--- src/rtl/memory_port_arbiter_pkg.sv ---
// rtl/memory_port_arbiter_pkg.sv - shared widths, FSM states and owner IDs for the memory port arbiter
package memory_port_arbiter_pkg;
  localparam int XLEN   = 32;
  localparam int STRB_W = XLEN / 8;

  typedef enum logic [1:0] {
    ARB_IDLE      = 2'd0,
    ARB_ISSUE     = 2'd1,
    ARB_WAIT_RESP = 2'd2
  } arb_state_t;

  typedef enum logic {
    ARB_OWNER_INS  = 1'b0,
    ARB_OWNER_DATA = 1'b1
  } arb_owner_t;
endpackage

--- src/rtl/memory_port_arbiter_if.sv ---
// rtl/memory_port_arbiter_if.sv - fetch, load/store and memory-side signals of the arbiter
interface memory_port_arbiter_if;
  import memory_port_arbiter_pkg::*;

  logic              i_Ins_Req_Valid;
  logic              o_Ins_Req_Ready;
  logic [XLEN-1:0]   i_Ins_Addr;
  logic              o_Ins_Resp_Valid;
  logic [XLEN-1:0]   o_Ins_Resp_Data;

  logic              i_Data_Req_Valid;
  logic              o_Data_Req_Ready;
  logic [XLEN-1:0]   i_Data_Addr;
  logic              i_Data_Write_Enable;
  logic [XLEN-1:0]   i_Data_Write_Data;
  logic [STRB_W-1:0] i_Data_Byte_Enable;
  logic              o_Data_Resp_Valid;
  logic [XLEN-1:0]   o_Data_Resp_Data;

  logic              o_Mem_Req_Valid;
  logic              i_Mem_Req_Ready;
  logic [XLEN-1:0]   o_Mem_Addr;
  logic [XLEN-1:0]   o_Mem_Write_Data;
  logic              o_Mem_Write_Enable;
  logic [STRB_W-1:0] o_Mem_Byte_Enable;
  logic              i_Mem_Resp_Valid;
  logic [XLEN-1:0]   i_Mem_Resp_Data;
  logic              o_Busy;

  modport slave (
    input  i_Ins_Req_Valid, i_Ins_Addr,
    output o_Ins_Req_Ready, o_Ins_Resp_Valid, o_Ins_Resp_Data,
    input  i_Data_Req_Valid, i_Data_Addr, i_Data_Write_Enable, i_Data_Write_Data, i_Data_Byte_Enable,
    output o_Data_Req_Ready, o_Data_Resp_Valid, o_Data_Resp_Data,
    output o_Mem_Req_Valid, o_Mem_Addr, o_Mem_Write_Data, o_Mem_Write_Enable, o_Mem_Byte_Enable,
    input  i_Mem_Req_Ready, i_Mem_Resp_Valid, i_Mem_Resp_Data,
    output o_Busy
  );

  modport master (
    output i_Ins_Req_Valid, i_Ins_Addr,
    input  o_Ins_Req_Ready, o_Ins_Resp_Valid, o_Ins_Resp_Data,
    output i_Data_Req_Valid, i_Data_Addr, i_Data_Write_Enable, i_Data_Write_Data, i_Data_Byte_Enable,
    input  o_Data_Req_Ready, o_Data_Resp_Valid, o_Data_Resp_Data,
    input  o_Mem_Req_Valid, o_Mem_Addr, o_Mem_Write_Data, o_Mem_Write_Enable, o_Mem_Byte_Enable,
    output i_Mem_Req_Ready, i_Mem_Resp_Valid, i_Mem_Resp_Data,
    input  o_Busy
  );
endinterface

--- src/rtl/memory_port_arbiter_round_robin_picker_2.sv ---
// rtl/memory_port_arbiter_round_robin_picker_2.sv - two-way round-robin grant, bit 0 = fetch, bit 1 = load/store
module round_robin_picker_2
  import memory_port_arbiter_pkg::*;
(
  input  logic       ins_valid,
  input  logic       data_valid,
  input  arb_owner_t last_grant,
  output logic [1:0] grant
);
  always_comb begin
    grant = 2'b00;
    if (ins_valid && data_valid) begin
      grant = (last_grant == ARB_OWNER_DATA) ? 2'b01 : 2'b10;
    end else if (ins_valid) begin
      grant = 2'b01;
    end else if (data_valid) begin
      grant = 2'b10;
    end
  end
endmodule

--- src/rtl/memory_port_arbiter.sv ---
// rtl/memory_port_arbiter.sv - shares one memory port between fetch and load/store, one transaction in flight
module memory_port_arbiter
  import memory_port_arbiter_pkg::*;
(
  input  logic                  i_Clock,
  input  logic                  i_Reset,
  memory_port_arbiter_if.slave  bus
);
  arb_state_t        r_State;
  arb_owner_t        r_Last_Grant;
  arb_owner_t        r_Owner;
  logic              r_Mem_Req_Valid;
  logic [XLEN-1:0]   r_Mem_Addr;
  logic [XLEN-1:0]   r_Mem_Write_Data;
  logic              r_Mem_Write_Enable;
  logic [STRB_W-1:0] r_Mem_Byte_Enable;
  logic              r_Ins_Resp_Valid;
  logic [XLEN-1:0]   r_Ins_Resp_Data;
  logic              r_Data_Resp_Valid;
  logic [XLEN-1:0]   r_Data_Resp_Data;
  logic [1:0]        grant;
  logic              ins_fire;
  logic              data_fire;

  round_robin_picker_2 u_picker (
    .ins_valid  (bus.i_Ins_Req_Valid),
    .data_valid (bus.i_Data_Req_Valid),
    .last_grant (r_Last_Grant),
    .grant      (grant)
  );

  // Ready is only offered from IDLE and never while reset is being applied.
  assign bus.o_Ins_Req_Ready  = (r_State == ARB_IDLE) && !i_Reset && grant[0];
  assign bus.o_Data_Req_Ready = (r_State == ARB_IDLE) && !i_Reset && grant[1];
  assign ins_fire  = bus.i_Ins_Req_Valid  && bus.o_Ins_Req_Ready;
  assign data_fire = bus.i_Data_Req_Valid && bus.o_Data_Req_Ready;

  assign bus.o_Mem_Req_Valid    = r_Mem_Req_Valid;
  assign bus.o_Mem_Addr         = r_Mem_Addr;
  assign bus.o_Mem_Write_Data   = r_Mem_Write_Data;
  assign bus.o_Mem_Write_Enable = r_Mem_Write_Enable;
  assign bus.o_Mem_Byte_Enable  = r_Mem_Byte_Enable;
  assign bus.o_Ins_Resp_Valid   = r_Ins_Resp_Valid;
  assign bus.o_Ins_Resp_Data    = r_Ins_Resp_Data;
  assign bus.o_Data_Resp_Valid  = r_Data_Resp_Valid;
  assign bus.o_Data_Resp_Data   = r_Data_Resp_Data;
  assign bus.o_Busy             = (r_State != ARB_IDLE);

  always_ff @(posedge i_Clock) begin
    if (i_Reset) begin
      r_State            <= ARB_IDLE;
      r_Last_Grant       <= ARB_OWNER_DATA;
      r_Owner            <= ARB_OWNER_INS;
      r_Mem_Req_Valid    <= 1'b0;
      r_Mem_Addr         <= '0;
      r_Mem_Write_Data   <= '0;
      r_Mem_Write_Enable <= 1'b0;
      r_Mem_Byte_Enable  <= '0;
      r_Ins_Resp_Valid   <= 1'b0;
      r_Ins_Resp_Data    <= '0;
      r_Data_Resp_Valid  <= 1'b0;
      r_Data_Resp_Data   <= '0;
    end else begin
      r_Ins_Resp_Valid  <= 1'b0;
      r_Data_Resp_Valid <= 1'b0;
      case (r_State)
        ARB_IDLE: begin
          if (ins_fire) begin
            r_Mem_Addr         <= bus.i_Ins_Addr;
            r_Mem_Write_Data   <= '0;
            r_Mem_Write_Enable <= 1'b0;
            r_Mem_Byte_Enable  <= '1;
            r_Owner            <= ARB_OWNER_INS;
            r_Last_Grant       <= ARB_OWNER_INS;
            r_Mem_Req_Valid    <= 1'b1;
            r_State            <= ARB_ISSUE;
          end else if (data_fire) begin
            r_Mem_Addr         <= bus.i_Data_Addr;
            r_Mem_Write_Data   <= bus.i_Data_Write_Data;
            r_Mem_Write_Enable <= bus.i_Data_Write_Enable;
            r_Mem_Byte_Enable  <= bus.i_Data_Byte_Enable;
            r_Owner            <= ARB_OWNER_DATA;
            r_Last_Grant       <= ARB_OWNER_DATA;
            r_Mem_Req_Valid    <= 1'b1;
            r_State            <= ARB_ISSUE;
          end
        end
        ARB_ISSUE: begin
          if (bus.i_Mem_Req_Ready) begin
            r_Mem_Req_Valid <= 1'b0;
            r_State         <= ARB_WAIT_RESP;
          end
        end
        ARB_WAIT_RESP: begin
          if (bus.i_Mem_Resp_Valid) begin
            if (r_Owner == ARB_OWNER_INS) begin
              r_Ins_Resp_Data  <= bus.i_Mem_Resp_Data;
              r_Ins_Resp_Valid <= 1'b1;
            end else begin
              // Stores acknowledge with zero data regardless of what the bus returns.
              r_Data_Resp_Data  <= r_Mem_Write_Enable ? '0 : bus.i_Mem_Resp_Data;
              r_Data_Resp_Valid <= 1'b1;
            end
            r_State <= ARB_IDLE;
          end
        end
        default: r_State <= ARB_IDLE;
      endcase
    end
  end
endmodule

--- src/flat_wrapper.sv ---
// flat-port wrapper written by rule: the top's interface ports become plain ports
module memory_port_arbiter_flat import memory_port_arbiter_pkg::*;
  (i_Clock, i_Reset, bus_i_Ins_Req_Valid, bus_i_Ins_Addr, bus_o_Ins_Req_Ready, bus_o_Ins_Resp_Valid, bus_o_Ins_Resp_Data, bus_i_Data_Req_Valid, bus_i_Data_Addr, bus_i_Data_Write_Enable, bus_i_Data_Write_Data, bus_i_Data_Byte_Enable, bus_o_Data_Req_Ready, bus_o_Data_Resp_Valid, bus_o_Data_Resp_Data, bus_o_Mem_Req_Valid, bus_o_Mem_Addr, bus_o_Mem_Write_Data, bus_o_Mem_Write_Enable, bus_o_Mem_Byte_Enable, bus_i_Mem_Req_Ready, bus_i_Mem_Resp_Valid, bus_i_Mem_Resp_Data, bus_o_Busy);
  memory_port_arbiter_if bus_i ();
  input  logic i_Clock;
  input  logic i_Reset;
  input wire logic [$bits(bus_i.i_Ins_Req_Valid)-1:0] bus_i_Ins_Req_Valid;
  input wire logic [$bits(bus_i.i_Ins_Addr)-1:0] bus_i_Ins_Addr;
  output wire logic [$bits(bus_i.o_Ins_Req_Ready)-1:0] bus_o_Ins_Req_Ready;
  output wire logic [$bits(bus_i.o_Ins_Resp_Valid)-1:0] bus_o_Ins_Resp_Valid;
  output wire logic [$bits(bus_i.o_Ins_Resp_Data)-1:0] bus_o_Ins_Resp_Data;
  input wire logic [$bits(bus_i.i_Data_Req_Valid)-1:0] bus_i_Data_Req_Valid;
  input wire logic [$bits(bus_i.i_Data_Addr)-1:0] bus_i_Data_Addr;
  input wire logic [$bits(bus_i.i_Data_Write_Enable)-1:0] bus_i_Data_Write_Enable;
  input wire logic [$bits(bus_i.i_Data_Write_Data)-1:0] bus_i_Data_Write_Data;
  input wire logic [$bits(bus_i.i_Data_Byte_Enable)-1:0] bus_i_Data_Byte_Enable;
  output wire logic [$bits(bus_i.o_Data_Req_Ready)-1:0] bus_o_Data_Req_Ready;
  output wire logic [$bits(bus_i.o_Data_Resp_Valid)-1:0] bus_o_Data_Resp_Valid;
  output wire logic [$bits(bus_i.o_Data_Resp_Data)-1:0] bus_o_Data_Resp_Data;
  output wire logic [$bits(bus_i.o_Mem_Req_Valid)-1:0] bus_o_Mem_Req_Valid;
  output wire logic [$bits(bus_i.o_Mem_Addr)-1:0] bus_o_Mem_Addr;
  output wire logic [$bits(bus_i.o_Mem_Write_Data)-1:0] bus_o_Mem_Write_Data;
  output wire logic [$bits(bus_i.o_Mem_Write_Enable)-1:0] bus_o_Mem_Write_Enable;
  output wire logic [$bits(bus_i.o_Mem_Byte_Enable)-1:0] bus_o_Mem_Byte_Enable;
  input wire logic [$bits(bus_i.i_Mem_Req_Ready)-1:0] bus_i_Mem_Req_Ready;
  input wire logic [$bits(bus_i.i_Mem_Resp_Valid)-1:0] bus_i_Mem_Resp_Valid;
  input wire logic [$bits(bus_i.i_Mem_Resp_Data)-1:0] bus_i_Mem_Resp_Data;
  output wire logic [$bits(bus_i.o_Busy)-1:0] bus_o_Busy;
  assign bus_i.i_Ins_Req_Valid = bus_i_Ins_Req_Valid;
  assign bus_i.i_Ins_Addr = bus_i_Ins_Addr;
  assign bus_o_Ins_Req_Ready = bus_i.o_Ins_Req_Ready;
  assign bus_o_Ins_Resp_Valid = bus_i.o_Ins_Resp_Valid;
  assign bus_o_Ins_Resp_Data = bus_i.o_Ins_Resp_Data;
  assign bus_i.i_Data_Req_Valid = bus_i_Data_Req_Valid;
  assign bus_i.i_Data_Addr = bus_i_Data_Addr;
  assign bus_i.i_Data_Write_Enable = bus_i_Data_Write_Enable;
  assign bus_i.i_Data_Write_Data = bus_i_Data_Write_Data;
  assign bus_i.i_Data_Byte_Enable = bus_i_Data_Byte_Enable;
  assign bus_o_Data_Req_Ready = bus_i.o_Data_Req_Ready;
  assign bus_o_Data_Resp_Valid = bus_i.o_Data_Resp_Valid;
  assign bus_o_Data_Resp_Data = bus_i.o_Data_Resp_Data;
  assign bus_o_Mem_Req_Valid = bus_i.o_Mem_Req_Valid;
  assign bus_o_Mem_Addr = bus_i.o_Mem_Addr;
  assign bus_o_Mem_Write_Data = bus_i.o_Mem_Write_Data;
  assign bus_o_Mem_Write_Enable = bus_i.o_Mem_Write_Enable;
  assign bus_o_Mem_Byte_Enable = bus_i.o_Mem_Byte_Enable;
  assign bus_i.i_Mem_Req_Ready = bus_i_Mem_Req_Ready;
  assign bus_i.i_Mem_Resp_Valid = bus_i_Mem_Resp_Valid;
  assign bus_i.i_Mem_Resp_Data = bus_i_Mem_Resp_Data;
  assign bus_o_Busy = bus_i.o_Busy;
  memory_port_arbiter u_core (.i_Clock(i_Clock), .i_Reset(i_Reset), .bus(bus_i));
endmodule
--- config.mk ---
export PLATFORM = sky130hd
export DESIGN_NAME = memory_port_arbiter_flat
export DESIGN_NICKNAME = d
export VERILOG_FILES = /design/src/rtl/memory_port_arbiter_pkg.sv /design/src/rtl/memory_port_arbiter_if.sv /design/src/rtl/memory_port_arbiter_round_robin_picker_2.sv /design/src/rtl/memory_port_arbiter.sv /design/src/flat_wrapper.sv
export SDC_FILE = /design/constraint.sdc
export NUM_CORES = 1
export LEC_CHECK = 0
export CAP_MARGIN = 10
export CORE_MARGIN = 8
export CORE_UTILIZATION = 37
export CTS_BUF_LIST = sky130_fd_sc_hd__clkbuf_8
export DETAILED_ROUTE_END_ITERATION = 8
export PLACE_DENSITY = 0.87
export SYNTH_ARGS = -nofsm -noshare
export SYNTH_HDL_FRONTEND = slang
export SYNTH_SLANG_ARGS = --single-unit
export TNS_END_PERCENT = 100
--- constraint.sdc ---
create_clock -name i_Clock -period 1.9 [get_ports i_Clock]
set_clock_uncertainty 0.1 [all_clocks]
set_input_delay 0.19 -clock i_Clock [delete_from_list [all_inputs] [get_ports i_Clock]]
set_output_delay 0.19 -clock i_Clock [all_outputs]
set_load 0.1 [all_outputs]
==> results by group, run 1 <==
Status
  – Status: complete, but fails checks
  – Failing checks: negative setup slack

Power and ir drop
  – Total power: 7.642 mW
  – VDD IR max: 526.8 µV
  – P per Cell Area: 885.0 nW/µm²
  – LEAKAGE: 3.479 nW

GRT
  – Largest net degree at the start of global routing: 62
  – Tot GR Track Use: 0.1975
  – Global-route wire length before repair: 29.15 mm
  – Global route overflow: 0
  – Vias in the first global route: 5,639
  – Antenna violations before repair: 0

Timing
  – Peak Freq: 489.5 MHz
  – Setup TNS: -0.1613 ns
  – Max-slew violations: 0
  – Post-route minimum period: 2.043 ns
  – Final WS setup: -0.1427 ns
  – Worst relative slew slack: 0.5826
  – Worst-Margin Slew: 0.6260 ns
  – Final Cycle Share: 1.075
  – RSZ-0062 raised after global routing: yes
  – Setup violators final: 2
  – Fin Hold WS: 0.2105 ns
  – Final Hold Viols: 0

Clocking
  – Worst-Skew Late Latency: 0.44 ns
  – Total CTS buffers: 17
  – Clk slew on worst S/H paths: 0.08 ns
  – Root Buffer: clkbuf_8
  – Clk sinks: 140
  – H-tree depth: 4
  – Clk buf depth: 2
  – CTS tree: yes

Drt
  – DR WL/cell: 18.21 µm
  – Initial DRT Pass Iterations: 4
  – Vias: 5,500
  – Vias per cell: 5.228
  – Total routed wirelength: 19.16 mm
  – DR DRC count: 0
  – Final ANT Viol Nets: 0
  – Iter 0 DRT Violations: 242

Hold path
  – Hold Crit Class: input pin to flop

Logic synthesis
  – Register area share after synthesis: 0.5197
  – Yosys top cell by area: dfxtp_1
  – Syn_nets: 726
  – Synth unique cells: 27
  – Mapped Cells: 587
  – Seq cells post-synth: 140
  – Synth warn: 0
  – Synthesized area: 5393 µm²
  – Synth top area share: 0.5197
  – Synth top area cells: dfxtp_1 (52%), a21oi_1 (9.0%), nand2_1 (6.8%)
  – Post-Syn Area per Cell: 9.187 µm²

Floorplan
  – Rows: 44
  – Die W: 136.7 µm
  – IO Count: 278
  – Core area: 14,370 µm²
  – Die ar.: 18,690 µm²
  – Initial Util: 0.3753
  – Die H: 136.7 µm

Worst setup path
  – Reg2reg end: u_core.bus.o_Mem_Addr[21]
  – Crit. End Element: output port
  – Startpoint Class: flop
  – Critical Path Fanout Max: 3
  – Setup crit start: u_core.r_State[0]
  – Critical Path RT: 1.61 ns
  – Critical path class: flop to output port
  – R2r setup slk: 0.06 ns
  – Worst path arrival time: 1.75 ns
  – Setup crit end: bus_o_Data_Req_Ready
  – R2R cell count: 4
  – R2R Path Start: u_core.r_State[0]

Place
  – Area post-placement: 8189 µm²
  – IO buf count: 277
  – Placement Setup Slack: -0.2311 ns
  – RePlAce Congestion: 0.8228
  – Cells after DPL: 1,015
  – DPL Wire Length: 13.66 mm

Finish
  – Register area: 2805 µm²
  – Core Util, Final: 0.6010
  – Area grow syn2layout: 60.14%
  – Multi-input gate area: 2372 µm²
  – Share of cells above drive strength 1: 0.2454
  – Nets: 994
  – Fill cells: 1,225
  – Ant. Diodes: 0
  – Post-route cell area: 8636 µm²
  – Final cell count without fillers: 1,052

Flow run
  – Max_cap viols: 0
worst min-delay path by stage:
| stage | start | endpoint | slack (ns) | cells past startpoint |
|---|---|---|---|---|
| 2_1_floorplan | bus_i_Mem_Req_Ready | u_core.r_State[0] | 0.21 | 1 |
| 3_3_place_gp | u_core.bus.o_Data_Resp_Data[22] | u_core.bus.o_Data_Resp_Data[22] | 0.34 | 2 |
| 3_5_place_dp | u_core.bus.o_Data_Resp_Data[22] | u_core.bus.o_Data_Resp_Data[22] | 0.34 | 2 |
| 4_1_cts | bus_i_Mem_Resp_Data[17] | u_core.bus.o_Ins_Resp_Data[17] | 0.18 | 3 |
| 5_1_grt | bus_i_Data_Write_Data[0] | u_core.bus.o_Mem_Write_Data[0] | 0.20 | 2 |
| 6_report | bus_i_Mem_Resp_Data[28] | u_core.bus.o_Ins_Resp_Data[28] | 0.21 | 3 |
cell usage in the layout (no fill, tap or decap), drive strengths merged, types with 2 or more instances in the layout:
| cell type | instances |
|---|---|
| buf | 174 |
| dfxtp | 140 |
| clkdlybuf4s50 | 137 |
| nand2 | 98 |
| a21oi | 97 |
| nand3b | 33 |
| a22o | 33 |
| nand4b | 28 |
| nor4bb | 28 |
| or3 | 27 |
| clkbuf | 17 |
| nor3 | 9 |
| nor2 | 8 |
| inv | 7 |
| clkinv | 6 |
| and3 | 5 |
| a221o | 5 |
| clkinvlp | 3 |
| and4b | 2 |
worst max-delay path, stage by stage, from the launching register on:
cell and delay, ns:
dfxtp_2 0.33, or4b_4 0.58, nor2_4 0.12, buf_12 0.12
buf_16 0.16
final cells by class:
class                           count  area share
Timing Repair Buffer              312      0.3315
Sequential cell                   140      0.3248
Multi-Input combinational cell    382      0.2747
Clock buffer                       17     0.02709
Tap cell                          184     0.02666
Clock inverter                     15     0.01434
Inverter                            2   0.0008693
power by group:
part / switching, mW / internal (mW)
registers: 0.0878 / 3.08
logic: 1.52 / 0.726
clock network: 1.19 / 1.03
total: 2.80 / 4.84
sequential cells by signal, indices dropped and copies added, names as in the netlist:
| name | flops |
|---|---|
| u_core.bus.o_Ins_Resp_Data | 32 |
| u_core.bus.o_Ins_Resp_Valid | 1 |
| u_core.r_State | 2 |
| u_core.bus.o_Data_Resp_Valid | 1 |
| u_core.bus.o_Mem_Write_Data | 32 |
| u_core.bus.o_Mem_Write_Enable | 1 |
| u_core.bus.o_Mem_Req_Valid | 1 |
| u_core.r_Last_Grant | 1 |
| u_core.bus.o_Mem_Byte_Enable | 4 |
| u_core.r_Owner | 1 |
| u_core.bus.o_Data_Resp_Data | 32 |
| u_core.bus.o_Mem_Addr | 32 |
what timing repair did:
action / CTS / global route
resized for setup: 5 / 3
hold buffers: 0 / 0
pin swaps: 4 / 4
setup endpoints to repair: 3 / 4
gates cloned: 1 / 0
buffers inserted: 4 / 2
synth_stat cells:
cell type  instances
o32ai_1            1
or4b_1             1
nor2_1             7
nor4bb_1          28
and2_1             1
buf_1              2
or2_2              1
or3_1             27
nor4b_1            1
buf_2              7
nor3_1             9
a22oi_1            1
nand3b_1          33
and3_1             5
nand4b_1          28
nand4bb_1          1
nand2b_1           1
nand2_1           98
and4b_1            2
clkbuf_1          54
a22o_1            33
a2111oi_0          1
a21oi_1           97
dfxtp_1          140
inv_1              2
nor2_2             1
a221o_1            5
per-layer routing:
metal | up-vias | track usage | wire (µm)
met2 | 240 | 0.3135 | 8880
met3 | 29 | 0.09802 | 2345
li1 | 2641 | - | -
met4 | 0 | 0.06955 | 400
met5 | - | 0 | 0
met1 | 2590 | 0.2254 | 7531
cell families (layout without fill, tap and decap cells):
kind of cell           count (synthesis)  in the layout  synth area share
DFF                                  140            140            0.5197
and+or+nand+nor                      244            244            0.2759
buffers and inverters                 65            346           0.04687
AOI/OAI and AO/OA                    138            138            0.1575
Power figures use the tool's default switching activity.
==> inputs of run 2 (changes only) <==
--- a/config.mk
+++ b/config.mk
@@ -11,6 +11,7 @@
 export CTS_BUF_LIST = sky130_fd_sc_hd__clkbuf_8
 export DETAILED_ROUTE_END_ITERATION = 8
 export PLACE_DENSITY = 0.87
+export RECOVER_POWER = 50
 export SYNTH_ARGS = -nofsm -noshare
 export SYNTH_HDL_FRONTEND = slang
 export SYNTH_SLANG_ARGS = --single-unit
==> results of run 2 <==
The final DEF is identical to that of run 1; final timing and power are the same.
==> inputs of run 3 (changes only) <==
--- a/config.mk
+++ b/config.mk
@@ -12,6 +12,7 @@
 export DETAILED_ROUTE_END_ITERATION = 8
 export PLACE_DENSITY = 0.87
 export RECOVER_POWER = 50
+export REMOVE_ABC_BUFFERS = 1
 export SYNTH_ARGS = -nofsm -noshare
 export SYNTH_HDL_FRONTEND = slang
 export SYNTH_SLANG_ARGS = --single-unit
==> results by group, run 3 (synthesis gave the netlist of run 1 again) <==
Status
  – Status: complete, but fails checks
  – Failing checks: negative setup slack

Timing
  – Worst-Margin Slew: 0.8057 ns (+0.1797 ns)
  – Post-route minimum period: 1.943 ns (-0.09978 ns)
  – Final Cycle Share: 1.023 (-0.05252)
  – Setup TNS: -0.04292 ns (+0.1183 ns)
  – Final Hold Viols: 0 (unchanged)
  – Setup violators final: 1 (-1)
  – Final WS setup: -0.04292 ns (+0.09978 ns)
  – Peak Freq: 514.7 MHz (+5.1%)
  – RSZ-0062 raised after global routing: yes
  – Max-slew violations: 0 (unchanged)
  – Worst relative slew slack: 0.4629 (-0.1198)

Worst setup path
  – R2R Path Start: u_core.r_State[0]
  – Reg2reg end: u_core.bus.o_Mem_Addr[20]
  – Critical Path Fanout Max: 2 (-1)
  – Setup crit end: bus_o_Data_Req_Ready
  – Startpoint Class: flop
  – Worst path arrival time: 1.65 ns (-0.10 ns)
  – Setup crit start: u_core.r_State[0]
  – R2r setup slk: 0.09 ns (+0.03 ns)
  – Critical Path RT: 1.61 ns (about the same)
  – Critical path class: flop to output port
  – R2R cell count: 4 (unchanged)
  – Crit. End Element: output port

Finish
  – Most common cell after layout, fill and taps aside: dfxtp_1
  – Register area: 2805 µm² (unchanged)
  – Multi-input gate area: 2372 µm² (unchanged)
  – Ant. Diodes: 0 (unchanged)
  – Nets: 988 (-0.60%)
  – Post-route cell area: 8320 µm² (-3.7%)
  – Most frequent cells in the layout: dfxtp_1 (138), clkdlybuf4s50_1 (137), clkbuf_2 (135), nand2_1 (98), a21oi_1 (96)
  – Fill cells: 1,332 (+8.7%)
  – Share of cells above drive strength 1: 0.2404 (-0.004974)
  – Area grow syn2layout: 54.29%

Clocking
  – Clk sinks: 140 (unchanged)
  – CTS tree: yes
  – H-tree depth: 4 (unchanged)
  – Root Buffer: clkbuf_8
  – Total CTS buffers: 17 (unchanged)
  – Cts hold-fix bufs: 0 (unchanged)
  – Clk buf depth: 2 (unchanged)
  – Clk slew on worst S/H paths: 0.07 ns (about the same)
  – Worst-Skew Late Latency: 0.42 ns (-0.02 ns)

GRT
  – Antenna violations before repair: 0 (unchanged)
  – Largest net degree at the start of global routing: 46 (-26%)
  – Global route overflow: 0 (unchanged)
  – Vias in the first global route: 5,390 (-4.4%)
  – Tot GR Track Use: 0.2021 (+0.004683)
  – Global-route wire length before repair: 29.73 mm (+2.0%)

Drt
  – Total routed wirelength: 19.48 mm (+1.7%)
  – Vias per cell: 5.192 (-0.68%)
  – Initial DRT Pass Iterations: 6 (+2)
  – DR DRC count: 0 (unchanged)
  – Final ANT Viol Nets: 0 (unchanged)
  – DR WL/cell: 18.64 µm (+2.4%)
  – Iter 0 DRT Violations: 260 (+7.4%)
  – Vias: 5,426 (-1.3%)

Floorplan
  – Die H: 136.7 µm (unchanged)
  – Die ar.: 18,690 µm² (unchanged)
  – Die W: 136.7 µm (unchanged)
  – IO Count: 278 (unchanged)
  – Core area: 14,370 µm² (unchanged)
  – Initial Util: 0.3753 (unchanged)
  – Rows: 44 (unchanged)

Hold path
  – Hold Crit Class: input pin to flop

Place
  – Area post-placement: 8152 µm² (-0.46%)
  – RePlAce Congestion: 0.7721 (-6.2%)
  – IO buf count: 277 (unchanged)
  – DPL Wire Length: 13.74 mm (+0.59%)

Flow run
  – Max_cap viols: 0 (unchanged)

Power and ir drop
  – LEAKAGE: 3.378 nW (-2.9%)
  – P per Cell Area: 942.4 nW/µm² (+6.5%)
  – VDD IR max: 621.7 µV (+18%)
run 3: worst min path at each step:
stage | endpoint | slack (ns) | start | cells after the start
after global routing | u_core.bus.o_Mem_Req_Valid | 0.19 | i_Reset | 3
after CTS | u_core.bus.o_Mem_Req_Valid | 0.17 | i_Reset | 3
after floorplan | u_core.bus.o_Data_Resp_Data[0] | 0.16 | i_Reset | 1
after detailed placement | u_core.bus.o_Data_Resp_Data[12] | 0.34 | u_core.bus.o_Data_Resp_Data[12] | 2
final | u_core.bus.o_Mem_Req_Valid | 0.19 | i_Reset | 3
after global placement | u_core.bus.o_Data_Resp_Data[14] | 0.34 | u_core.bus.o_Data_Resp_Data[14] | 2
run 3: repair_timing:
action / 4_1_cts / 5_1_grt
buffers inserted: 2 / 1
gates cloned: 2 / 0
pin swaps: 2 / 2
resized for setup: 6 / 0
endpoints found under the setup margin: 3 / 3
run 3: layout make-up:
class | count | area share
Clock buffer | 22 | 0.03639
Clock inverter | 9 | 0.01308
Inverter | 2 | 0.0009023
Multi-Input combinational cell | 382 | 0.2851
Sequential cell | 140 | 0.3371
Tap cell | 184 | 0.02767
Timing Repair Buffer | 306 | 0.2997
run 3: per-stage QoR:
| stage | power, mW | utilization | cells | worst slack, ns | hold WS (ns) |
|---|---|---|---|---|---|
| after floorplan | 4.629 | - | 524 | -2.399 | 0.1591 |
| after detailed placement | 5.439 | 0.5673 | 1010 | -0.2006 | 0.3438 |
| after CTS | 8.003 | 0.6021 | 1044 | -0.09136 | 0.1692 |
| after global routing | 8.137 | 0.5791 | 1045 | -0.1204 | 0.1856 |
| after global placement | 5.419 | 0.5673 | 1010 | -0.1614 | 0.3384 |
| final | 7.841 | 0.5791 | 1045 | -0.04292 | 0.1942 |
run 3: metal layers:
layer | vias up | global-route usage | routed length (µm)
met3 | 13 | 0.08407 | 2112
met5 | - | 0 | 0
met4 | 0 | 0.05918 | 153
met1 | 2562 | 0.2323 | 7775
met2 | 214 | 0.3364 | 9442
li1 | 2637 | - | -
run 3: critical path, cell delays in order (launching register included):
cell	delay [ns]
dfxtp_2	0.32
or4b_4	0.53
nor2_4	0.09
buf_6	0.11
buf_12	0.16
run 3: power by group:
group	switching (mW)	internal, mW	total [mW]
clock network	1.16	1.34	2.50
logic	1.53	0.647	2.18
registers	0.0834	3.08	3.17
total	2.77	5.07	7.84
